`config.mk`:
```
export PLATFORM = sky130hd
export DESIGN_NAME = fifo_burst_reader
export DESIGN_NICKNAME = d
export VERILOG_FILES = /design/src/rtl/fifo_pkg.sv /design/src/rtl/fifo_burst_reader_skid.sv /design/src/rtl/fifo_burst_reader.sv
export SDC_FILE = /design/constraint.sdc
export NUM_CORES = 1
export LEC_CHECK = 0
export ABC_AREA = 1
export CAP_MARGIN = 20
export CORE_ASPECT_RATIO = 1.1
export CORE_UTILIZATION = 56
export DETAILED_ROUTE_END_ITERATION = 10
export PLACE_DENSITY_LB_ADDON = 0.05
export SETUP_SLACK_MARGIN = 0.15
export SLEW_MARGIN = 0
export SYNTH_ARGS = -nofsm -noshare
export SYNTH_HDL_FRONTEND = slang
export SYNTH_SLANG_ARGS = --single-unit
```
`constraint.sdc`:
```
create_clock -name clk_i -period 3.25 [get_ports clk_i]
set_input_delay 0.65 -clock clk_i [delete_from_list [all_inputs] [get_ports clk_i]]
set_output_delay 0.65 -clock clk_i [all_outputs]
set_load 0.05 [all_outputs]
```
`src/rtl/fifo_pkg.sv`:
```
// Shared definitions for the FIFO read-side blocks: FSM encodings,
// skid buffer depth and default data/length widths.
package fifo_pkg;

    typedef enum logic [1:0] {
        ST_IDLE = 2'd0,
        ST_RUN  = 2'd1,
        ST_DONE = 2'd2
    } state_e;

    localparam int SKID_DEPTH    = 3;
    localparam int DEF_WIDTH     = 8;
    localparam int DEF_LEN_WIDTH = 8;

endpackage

```
`src/rtl/fifo_burst_reader_skid.sv`:
```
// Three-entry in-order skid buffer; dout always shows the head entry,
// so it stays stable while the consumer withholds pop.
module stream_skid_buf
    import fifo_pkg::*;
#(
    parameter int WIDTH = DEF_WIDTH
) (
    input  logic             clk_i,
    input  logic             rst_ni,
    input  logic             push,
    input  logic [WIDTH-1:0] din,
    input  logic             pop,
    output logic [WIDTH-1:0] dout,
    output logic [1:0]       occ
);

    logic [WIDTH-1:0] mem_r [SKID_DEPTH];
    logic [1:0]       wr_ptr_r;
    logic [1:0]       rd_ptr_r;
    logic [1:0]       occ_r;

    function automatic logic [1:0] ptr_inc(input logic [1:0] p);
        return (p == 2'd2) ? 2'd0 : p + 2'd1;
    endfunction

    // Storage, circular pointers and occupancy count
    always_ff @(posedge clk_i or negedge rst_ni) begin
        if (!rst_ni) begin
            for (int i = 0; i < SKID_DEPTH; i++) begin
                mem_r[i] <= {WIDTH{1'b0}};
            end
            wr_ptr_r <= 2'd0;
            rd_ptr_r <= 2'd0;
            occ_r    <= 2'd0;
        end else begin
            if (push) begin
                mem_r[wr_ptr_r] <= din;
                wr_ptr_r        <= ptr_inc(wr_ptr_r);
            end else begin
                wr_ptr_r <= wr_ptr_r;
            end
            if (pop) begin
                rd_ptr_r <= ptr_inc(rd_ptr_r);
            end else begin
                rd_ptr_r <= rd_ptr_r;
            end
            case ({push, pop})
                2'b10:   occ_r <= occ_r + 2'd1;
                2'b01:   occ_r <= occ_r - 2'd1;
                default: occ_r <= occ_r;
            endcase
        end
    end

    assign dout = mem_r[rd_ptr_r];
    assign occ  = occ_r;

endmodule

```
`src/rtl/fifo_burst_reader.sv`:
```
// Read-side burst master: pops exactly len_i words from a sync FIFO and
// streams them out through a skid buffer that hides the FIFO read latency.
module fifo_burst_reader
    import fifo_pkg::*;
#(
    parameter int WIDTH     = DEF_WIDTH,
    parameter int LEN_WIDTH = DEF_LEN_WIDTH
) (
    input  logic                 clk_i,
    input  logic                 rst_ni,
    input  logic                 start_i,
    input  logic [LEN_WIDTH-1:0] len_i,
    output logic                 busy_o,
    output logic                 done_o,
    output logic                 error_o,
    input  logic                 fifo_empty_i,
    output logic                 fifo_rd_en_o,
    input  logic [WIDTH-1:0]     fifo_rdata_i,
    input  logic                 fifo_rd_error_i,
    output logic [WIDTH-1:0]     m_data_o,
    output logic                 m_valid_o,
    input  logic                 m_ready_i,
    output logic                 m_last_o
);

    localparam logic [LEN_WIDTH-1:0] LEN_ZERO = {LEN_WIDTH{1'b0}};
    localparam logic [LEN_WIDTH-1:0] LEN_ONE  = {{(LEN_WIDTH-1){1'b0}}, 1'b1};

    state_e               state_r;
    state_e               state_nxt_s;
    logic [LEN_WIDTH-1:0] len_r;
    logic [LEN_WIDTH-1:0] issued_cnt_r;
    logic [LEN_WIDTH-1:0] sent_cnt_r;
    logic                 inflight_r;
    logic                 error_r;
    logic [1:0]           occ_s;
    logic                 rd_en_s;
    logic                 push_s;
    logic                 drop_s;
    logic                 pop_s;
    logic                 valid_s;
    logic                 last_s;
    logic                 accept_s;

    assign push_s   = inflight_r & ~fifo_rd_error_i;
    assign drop_s   = inflight_r & fifo_rd_error_i;
    assign valid_s  = (occ_s != 2'd0);
    assign last_s   = valid_s & (sent_cnt_r == (len_r - LEN_ONE));
    assign pop_s    = valid_s & m_ready_i;
    assign accept_s = (state_r == ST_IDLE) & start_i;

    // Issue a read only when the buffer can absorb every word already in flight
    always_comb begin
        rd_en_s = 1'b0;
        if ((state_r == ST_RUN) && !fifo_empty_i && (issued_cnt_r != len_r) &&
            (({1'b0, occ_s} + {2'b00, inflight_r}) < 3'(SKID_DEPTH))) begin
            rd_en_s = 1'b1;
        end else begin
            rd_en_s = 1'b0;
        end
    end

    // Next-state logic
    always_comb begin
        state_nxt_s = state_r;
        case (state_r)
            ST_IDLE: begin
                if (start_i) begin
                    state_nxt_s = (len_i == LEN_ZERO) ? ST_DONE : ST_RUN;
                end else begin
                    state_nxt_s = ST_IDLE;
                end
            end
            ST_RUN: begin
                if (pop_s && last_s) begin
                    state_nxt_s = ST_DONE;
                end else begin
                    state_nxt_s = ST_RUN;
                end
            end
            ST_DONE: state_nxt_s = ST_IDLE;
            default: state_nxt_s = ST_IDLE;
        endcase
    end

    // State, burst counters, in-flight flag and sticky error
    always_ff @(posedge clk_i or negedge rst_ni) begin
        if (!rst_ni) begin
            state_r      <= ST_IDLE;
            len_r        <= LEN_ZERO;
            issued_cnt_r <= LEN_ZERO;
            sent_cnt_r   <= LEN_ZERO;
            inflight_r   <= 1'b0;
            error_r      <= 1'b0;
        end else begin
            state_r    <= state_nxt_s;
            inflight_r <= rd_en_s;
            if (accept_s) begin
                len_r        <= len_i;
                issued_cnt_r <= LEN_ZERO;
                sent_cnt_r   <= LEN_ZERO;
            end else begin
                len_r <= len_r;
                // A failed word is un-counted so it is requested again
                case ({rd_en_s, drop_s})
                    2'b10:   issued_cnt_r <= issued_cnt_r + LEN_ONE;
                    2'b01:   issued_cnt_r <= issued_cnt_r - LEN_ONE;
                    default: issued_cnt_r <= issued_cnt_r;
                endcase
                if (pop_s) begin
                    sent_cnt_r <= sent_cnt_r + LEN_ONE;
                end else begin
                    sent_cnt_r <= sent_cnt_r;
                end
            end
            if (drop_s) begin
                error_r <= 1'b1;
            end else begin
                error_r <= error_r;
            end
        end
    end

    stream_skid_buf #(
        .WIDTH (WIDTH)
    ) u_skid (
        .clk_i  (clk_i),
        .rst_ni (rst_ni),
        .push   (push_s),
        .din    (fifo_rdata_i),
        .pop    (pop_s),
        .dout   (m_data_o),
        .occ    (occ_s)
    );

    assign fifo_rd_en_o = rd_en_s;
    assign m_valid_o    = valid_s;
    assign m_last_o     = last_s;
    assign busy_o       = (state_r != ST_IDLE);
    assign done_o       = (state_r == ST_DONE);
    assign error_o      = error_r;

endmodule

```
[After elaboration in Yosys (flattened, before gate mapping)]
Cells that the tools add are included.
Storage, ports and cells
  flip-flop bits (word level): 58
  output and inout bits: 14
Operators by class
  mux-type cells: 18
  eq/ne operators: 10
  add/subtract/negate cells: 9
  reductions and logical operators: 13
  bitwise logic cells: 8
  magnitude comparators: 4
Operators with widths (number)
  $mux 8: 6
  $bwmux 24: 1
  $add 8x1->8 const B: 2
  $bmux 8 s2: 1
  $demux 8 s2: 1
  $pmux 8 s2: 1
  $sub 8x1->8 const B: 2
  $eq 2x2->1 const B: 5
  $mux 2: 5
  $eq 8x8->1: 1
  $logic_not 8->1: 1
  $ne 8x8->1: 1
  $pmux 2 s2: 2
  $reduce_bool 2->1: 4
  $add 2x1->2 const B: 3
  $eq 2x1->1 const B: 3
  $ge 3x3->1 const B: 2
  $not 2->3: 2
  $and 1x1->1: 5
  $logic_and 1x1->1: 5
  $add 2x1->3: 1
  $lt 3x1->1 const B: 1
  $lt 3x2->1 const B: 1
  $reduce_bool 3->1: 1
  5 further kinds: 5

[Logic depth before layout (Yosys ltp)]
Gate-level depths: netlist of the first run.
  depth in word-level cells: 8
  depth in mapped cells: 18

[Cells and area by module]
A second synthesis of the first run with hierarchy kept.
Second synthesis, totals
  cell total of the unflattened synthesis: 405
  area total of the unflattened synthesis: 3359.5 µm²
Modules (own cells, without submodules)
  fifo_burst_reader: cells each 255, instances 1, area an instance 1934.4 µm²
  stream_skid_buf: cells each 150, instances 1, area an instance 1425.1 µm²

[Worst setup path after synthesis of the first run]
Ideal clock, no wire load.
  kind: register to output
  start point: register len_r[0]
  end point: output m_last_o
  data arrival time: 2.622 ns
  setup slack: -0.022 ns
  cell stages (with the launch flop): 10
  data required time: 2.600 ns
  cells stage by stage: dfrtp_1 -> inv_2 -> ha_1 -> nand2_1 -> inv_1 -> nor2_1 -> nand4_1 -> a21oi_1 -> nand3_1 -> nor4_1
On the way
  word-level cells in the longest chain between the ends: 3
RTL lines
  start, declared: line fifo_burst_reader.sv:31  | logic [LEN_WIDTH-1:0] len_r;
  start signal, assigned: line fifo_burst_reader.sv:99  | len_r <= len_i;
  start signal, assigned: line fifo_burst_reader.sv:103  | len_r <= len_r;
  $sub 8x1->8: line fifo_burst_reader.sv:48  | assign last_s = valid_s & (sent_cnt_r == (len_r - LEN_ONE));
  $eq 8x8->1: line fifo_burst_reader.sv:48
  $and 1x1->1: line fifo_burst_reader.sv:48
  end, declared: line fifo_burst_reader.sv:23  | output logic m_last_o
Every way passes these cells.

[Worst setup path after layout of the first run]
  start point: register u_skid.rd_ptr_r[1]
  end point: output m_data_o[3]
On the way
  word-level cells in the longest chain between the ends: 4
RTL lines
  start, declared: line fifo_burst_reader_skid.sv:19  | logic [1:0] rd_ptr_r;
  start signal, assigned: line fifo_burst_reader_skid.sv:43  | rd_ptr_r <= ptr_inc(rd_ptr_r);
  start signal, assigned: line fifo_burst_reader_skid.sv:45  | rd_ptr_r <= rd_ptr_r;
  $not 2->3 (not written as such): line fifo_burst_reader_skid.sv:55  | assign dout = mem_r[rd_ptr_r];
  $bmux 8 s2: line fifo_burst_reader_skid.sv:55
  $mux 8 (not written as such) (2 in series): line fifo_burst_reader_skid.sv:55
  end, declared: line fifo_burst_reader.sv:20  | output logic [WIDTH-1:0] m_data_o,
Every way passes these cells. The select of a mux whose other input is x is not followed.

==> results of run 1 <==
==> cell usage after synthesis <==
| library cell | count | share of area (%) |
|---|---|---|
| inv_2 | 6 | 0.71 |
| xor2_1 | 5 | 1.4 |
| nand2_2 | 3 | 0.59 |
| nor3_2 | 2 | 0.63 |
| a31oi_1 | 2 | 0.39 |
| or2_2 | 4 | 0.78 |
| nand2_4 | 4 | 1.4 |
| o21ai_2 | 2 | 0.55 |
| nor4_1 | 2 | 0.39 |
| nor3_1 | 2 | 0.31 |
| o21ai_1 | 2 | 0.31 |
| inv_1 | 49 | 5.8 |
| o21ai_0 | 43 | 6.7 |
| nand2_1 | 117 | 14 |
| a21oi_4 | 1 | 0.51 |
| nand3_2 | 2 | 0.63 |
| buf_2 | 2 | 0.31 |
| xnor2_1 | 12 | 3.3 |
| nand4_1 | 5 | 0.98 |
| a21oi_1 | 11 | 1.7 |
| clkbuf_1 | 3 | 0.35 |
| nor2_1 | 20 | 2.4 |
| o22ai_1 | 2 | 0.39 |
| nand3_4 | 1 | 0.55 |
| nor2_2 | 2 | 0.39 |
| a211oi_1 | 1 | 0.24 |
| ha_1 | 11 | 4.3 |
| o21bai_1 | 1 | 0.24 |
| clkinv_2 | 1 | 0.16 |
| a21o_1 | 1 | 0.24 |
| nand3_1 | 23 | 3.6 |
| dfrtp_1 | 58 | 45 |
| fa_1 | 1 | 0.63 |
==> flip-flops by register name, indices dropped and copies added, names as in the netlist <==
name / count
u_skid.occ: 2
state_r: 2
error_o: 1
len_r: 8
u_skid.wr_ptr_r: 2
issued_cnt_r: 8
u_skid.mem_r: 24
inflight_r: 1
sent_cnt_r: 8
u_skid.rd_ptr_r: 2
==> metal layers <==
layer  vias to the layer above  routed length [µm]  part of all wire (%)  global-route usage, %
met5                         -                   0                     0                      0
met4                         0                 167                   2.5                   14.0
met3                        18                 262                   3.9                   5.21
met2                        72                3260                    49                   41.2
met1                      1216                2960                    45                   30.6
li1                       1370                   -                     -                      -
==> critical path: stages (launching register included) <==
cell,delay (ns)
dfrtp_1,0.40
nor2_1,0.52
nand2_1,0.11
nand3_1,0.12
clkdlybuf4s50_1,0.80
==> worst min path at each step <==
stage | slack [ns] | cells past startpoint | from | end
finish | 0.32 | 2 | rst_ni | u_skid.mem_r[7]
floorplan | 0.35 | 0 | rst_ni | error_o
CTS | 0.32 | 2 | rst_ni | u_skid.mem_r[7]
detailed placement | 0.47 | 1 | error_o | error_o
global route | 0.33 | 2 | rst_ni | u_skid.mem_r[8]
global placement | 0.46 | 1 | error_o | error_o
==> power by group through the flow <==
stage          Combinational (mW)  Sequential (mW)  Clock, mW
3_5_place_dp                 1.97             1.30          0
6_report                     1.99             1.29      0.719
4_1_cts                      1.99             1.29      0.732
3_3_place_gp                 1.93             1.29          0
5_1_grt                      2.22             1.33      0.765
2_1_floorplan                1.52             1.23          0
==> through the flow <==
step | power, mW | util, % | hold slack (ns) | cells
3_3_place_gp | 3.22 | 67.0 | 0.455 | 509
3_5_place_dp | 3.27 | 67.0 | 0.471 | 509
2_1_floorplan | 2.76 | - | 0.354 | 401
5_1_grt | 4.32 | 70.9 | 0.334 | 523
4_1_cts | 4.01 | 70.8 | 0.321 | 523
6_report | 4.00 | 70.9 | 0.322 | 523
==> cell type report <==
class,count,area (µm²)
fill,460,1580
multi-input combinational,282,1530
timing repair buffer,38,363
tap,75,93.8
inverter,56,211
clock buffer,11,141
clock inverter,3,65.1
sequential,58,1450
==> cells by family (layout without fill, tap and decap cells) <==
family	Yosys count	after routing
adder cells (fa/ha/maj)	12	12
flip-flops	58	58
AND/OR/NAND/NOR	187	187
buffers and inverters	61	108
AO/OA/AOI/OAI	66	66
XOR/XNOR	17	17
==> flow_summary.json, run 1 <==
{
  "status": "complete, no violations",
  "track_usage_pct": 25.1,
  "leakagePower_nw": 1.95,
  "required_ns": 2.60,
  "insertion_delay_ns": 0.34,
  "synth-seq-cells": 58,
  "wire_per_inst_um": 12.7,
  "placed_area_um2": 3640,
  "synth_cell_types": 33,
  "yosysSeqAreaShare_pct": 45.4,
  "syn_to_final_growth_pct": 20.6,
  "layout_common_cells": "117 x nand2_1, 58 x dfrtp_1, 49 x inv_1",
  "cp-startpoint": "u_skid.rd_ptr_r[1]",
  "clk_pin_slew_worst_paths_ns": 0.06,
  "netlist_area_um2": 3190,
  "setup_violations": 0,
  "power.share.clock_pct": 18.0,
  "grt_pass1_vias": 2551,
  "nets": 479,
  "fp.dieH_um": 81.2,
  "slew_violations": 0,
  "p_sw_share_pct": 44.7,
  "clk_path_buf_depth": 2,
  "critPathKind": "register to output pin",
  "cts_tree": "yes",
  "grt_max_degree": 32,
  "pin_count": 36,
  "cp.arrival_ns": 2.28,
  "final_common_cell": "nand2_1",
  "setup_ws_ns": 0.317,
  "internal_power_mw": 2.21,
  "end_kind": "output pin",
  "vias": 2676,
  "p_sw_mw": 1.79,
  "grt_pass1_wl_um": 11200,
  "diodes": 0,
  "cts_resized": 0,
  "remaining_drc_errors": 0,
  "ant_nets": 0,
  "worst_pin_slew_ns": 0.644,
  "syn_nets": 435,
  "synth-compound-area-share_pct": 11.3,
  "final.period_utilization_pct": 90.2,
  "dieArea_um2": 6010,
  "finalHoldViolCount": 0,
  "final_area_um2": 3850,
  "dr.pass1.iters": 6,
  "yosysWarnings": 0,
  "die_w_um": 74.0,
  "yosys.area_share.simple_pct": 26.4,
  "max-vdd-ir-drop_mv": 0.466,
  "clockRootBuffer": "clkbuf_8",
  "cp_max_fo": 9,
  "power_frac_seq_pct": 32.3,
  "synth_xor_area_share_pct": 4.66,
  "r2r_end": "issued_cnt_r[6]",
  "io_buffers": 35,
  "critical_path.endpoint": "m_data_o[3]",
  "synthCells": 401,
  "fmax_mhz": 341,
  "layout-drive-gt1-share_pct": 11.4,
  "synth.area.mux_share_pct": 0,
  "min_period_ns": 2.93,
  "cts.sinks": 58,
  "clock_skew_ns": 0.0117,
  "start_util_pct": 58.8,
  "drt-total-wl_um": 6650,
  "fp-row-count": 28,
  "htreeDepth": 3,
  "synth_adder_area_share_pct": 4.94,
  "overflow": 0,
  "power.density_nw_per_um2": 1040,
  "cp-start-kind": "register",
  "slew_headroom_pct": 56.9,
  "post-cts-setup-buffers": 0,
  "worstRegToRegCells": 17,
  "cts_buffers": 9,
  "cts_hold_buffers": 0,
  "hold_class": "input pin to async pin",
  "place_hpwl_um": 4830,
  "drt_iter0_drc": 145,
  "power_frac_comb_pct": 49.7,
  "synth_area_per_cell_um2": 7.97,
  "antenna_found_initial": 0,
  "rr_startpoint": "u_skid.occ[0]",
  "drv_cap": 0,
  "via_per_inst": 5.12,
  "core_um2": 5430,
  "reg2reg_slack_ns": 0.39,
  "synth_top_family_by_area": "simple AND/OR/NAND/NOR gates",
  "place.gp.congestion": 0.820,
  "dp_slack_ns": 0.208,
  "finalSetupTns_ns": 0,
  "grt_setup_unrepaired": "false"
}
No activity file was read; power rests on OpenSTA's default activity.
==> inputs of run 2 (changes only) <==
CORE_MARGIN = 8   (was unset)
==> run 2 against run 1 <==
  * Power increased by 3.0%
  * Largest power group unchanged
  * Non-clock buffer count decreased by 1
  * Highest routed layer unchanged
  * Hold slack improved by 0.14 ns
  * Via count increased by 1.4%
  * Cell area increased by 1.9%
  * Clock power increased by 6.1%
  * Sequential cell count unchanged
  * Count of clock-buffer cells in the layout increased by 1
==> flow_summary.json, run 2 (synthesized netlist as in run 1, its figures left out) <==
{
  "status": "complete, no violations",
  "place_hpwl_um": 5130,
  "max_stage_delay_ns": 0.80,
  "max-vdd-ir-drop_mv": 0.548,
  "overflow": 0,
  "leakagePower_nw": 1.94,
  "cp_num_buf_inv": 1,
  "cp-start-kind": "register",
  "remaining_drc_errors": 0,
  "grt_pass1_wl_um": 12200,
  "layout_common_cells": "117 x nand2_1, 57 x dfrtp_1, 48 x inv_1",
  "syn_to_final_growth_pct": 22.8,
  "place.gp.congestion": 0.901,
  "dieArea_um2": 8380,
  "via_per_inst": 5.18,
  "grt_setup_unrepaired": "true",
  "cts_hold_buffers": 0,
  "fp-row-count": 29,
  "fp.dieH_um": 95.2,
  "timing.hold.ws_ns": 0.459,
  "required_ns": 2.60,
  "drt-total-wl_um": 7280,
  "core_um2": 5620,
  "worst_pin_slew_ns": 0.738,
  "grt_pass1_vias": 2724,
  "start_util_pct": 56.8,
  "clk_path_buf_depth": 2,
  "ant_nets": 0,
  "drt_iter0_drc": 120,
  "fillers": 471,
  "post-cts-setup-buffers": 0,
  "diodes": 0,
  "min_period_ns": 2.99,
  "clk_pin_slew_worst_paths_ns": 0.07,
  "crit_family": "simple AND/OR/NAND/NOR gates",
  "insertion_delay_ns": 0.34,
  "io_buffers": 35,
  "fmax_mhz": 334,
  "cp.arrival_ns": 2.34,
  "antenna_found_initial": 0,
  "finalHoldViolCount": 0,
  "largest_register": "u_skid.mem_r",
  "multiInputGateArea_um2": 1580,
  "dr.pass1.iters": 4,
  "vias": 2713,
  "cts.sinks": 58,
  "finalSetupTns_ns": 0,
  "end_kind": "output pin",
  "largest_reg_flops": 24,
  "die_w_um": 88.0,
  "grt_max_degree": 59,
  "regArea_um2": 1450,
  "cp_max_fo": 9,
  "cp_slowest_cell": "clkdlybuf4s50_1",
  "power.density_nw_per_um2": 1050,
  "cts_resized": 0,
  "nets": 478,
  "slew_headroom_pct": 50.8,
  "hold_class": "input pin to async pin",
  "crit_chain": "nor2_1, nand2_1, nand3_1, clkdlybuf4s50_1",
  "cts_tree": "yes",
  "cts_buffers": 9,
  "setup_violations": 0,
  "final_common_cell": "nand2_1",
  "layout-drive-gt1-share_pct": 13.0,
  "slew_violations": 0,
  "clock_skew_ns": 0.00935,
  "drv_cap": 0,
  "wire_per_inst_um": 13.9,
  "final.period_utilization_pct": 92.1,
  "critPathKind": "register to output pin",
  "clockRootBuffer": "clkbuf_8",
  "track_usage_pct": 18.7,
  "pin_count": 36,
  "htreeDepth": 3
}
## run 2: changes by cell type in the layout (fill, tap and decap cells not counted)
cell        delta
ha_1           -4
ha_4           +4
clkbuf_8       +2
buf_4          -1
clkbuf_1       -1
clkinv_2       -1
clkinvlp_4     +1
dfrtp_1        -1
dfrtp_2        +1
fa_1           -1
fa_2           +1
inv_1          -1
## run 2: report_power, final
part / switching (mW) / total [mW] / internal (mW) / leakage, nW
clock: 0.277 / 0.763 / 0.486 / 0.115
sequential: 0.269 / 1.31 / 1.04 / 0.726
combinational: 1.28 / 2.05 / 0.770 / 1.10
## run 2: stage by stage
stage | area, µm² | power [mW] | instances | utilization, % | worst slack, ns
floorplan | 3200 | 2.76 | 401 | - | 0.559
global placement | 3630 | 3.23 | 510 | 64.6 | 0.305
detailed placement | 3630 | 3.29 | 510 | 64.6 | 0.163
CTS | 3860 | 4.08 | 524 | 68.6 | 0.231
global route | 3920 | 4.45 | 524 | 69.7 | 0.0169
finish | 3920 | 4.12 | 524 | 69.7 | 0.256
## run 2: area by class of cell
class	instances	area share (%)
inverter	56	5.49
timing repair buffer	37	9.06
multi-input combinational	282	40.2
clock buffer	12	4.21
tap	77	2.46
sequential	58	37.0
clock inverter	2	1.53
## run 2: routing by layer
metal  share of wire [%]  track usage, %  wire length (µm)
met2                  50            32.4              3610
met4                 2.2            8.18               163
met1                  44            21.6              3180
met5                   0               0                 0
met3                 4.5            4.40               328
## run 2: final timing paths
| kind | start | endpoint | slack [ns] | cells after the start |
|---|---|---|---|---|
| worst max-delay path | u_skid.rd_ptr_r[1] | m_data_o[7] | 0.26 | 4 |
| worst min-delay path | rst_ni | sent_cnt_r[2] | 0.46 | 2 |
| worst max register to register | u_skid.occ[0] | issued_cnt_r[6] | 0.29 | 16 |
| worst min register to register | error_o | error_o | 0.47 | 1 |
| max in group asynchronous | rst_ni | u_skid.occ[0] | 2.25 | 2 |
| min in group clk_i | error_o | error_o | 0.47 | 1 |
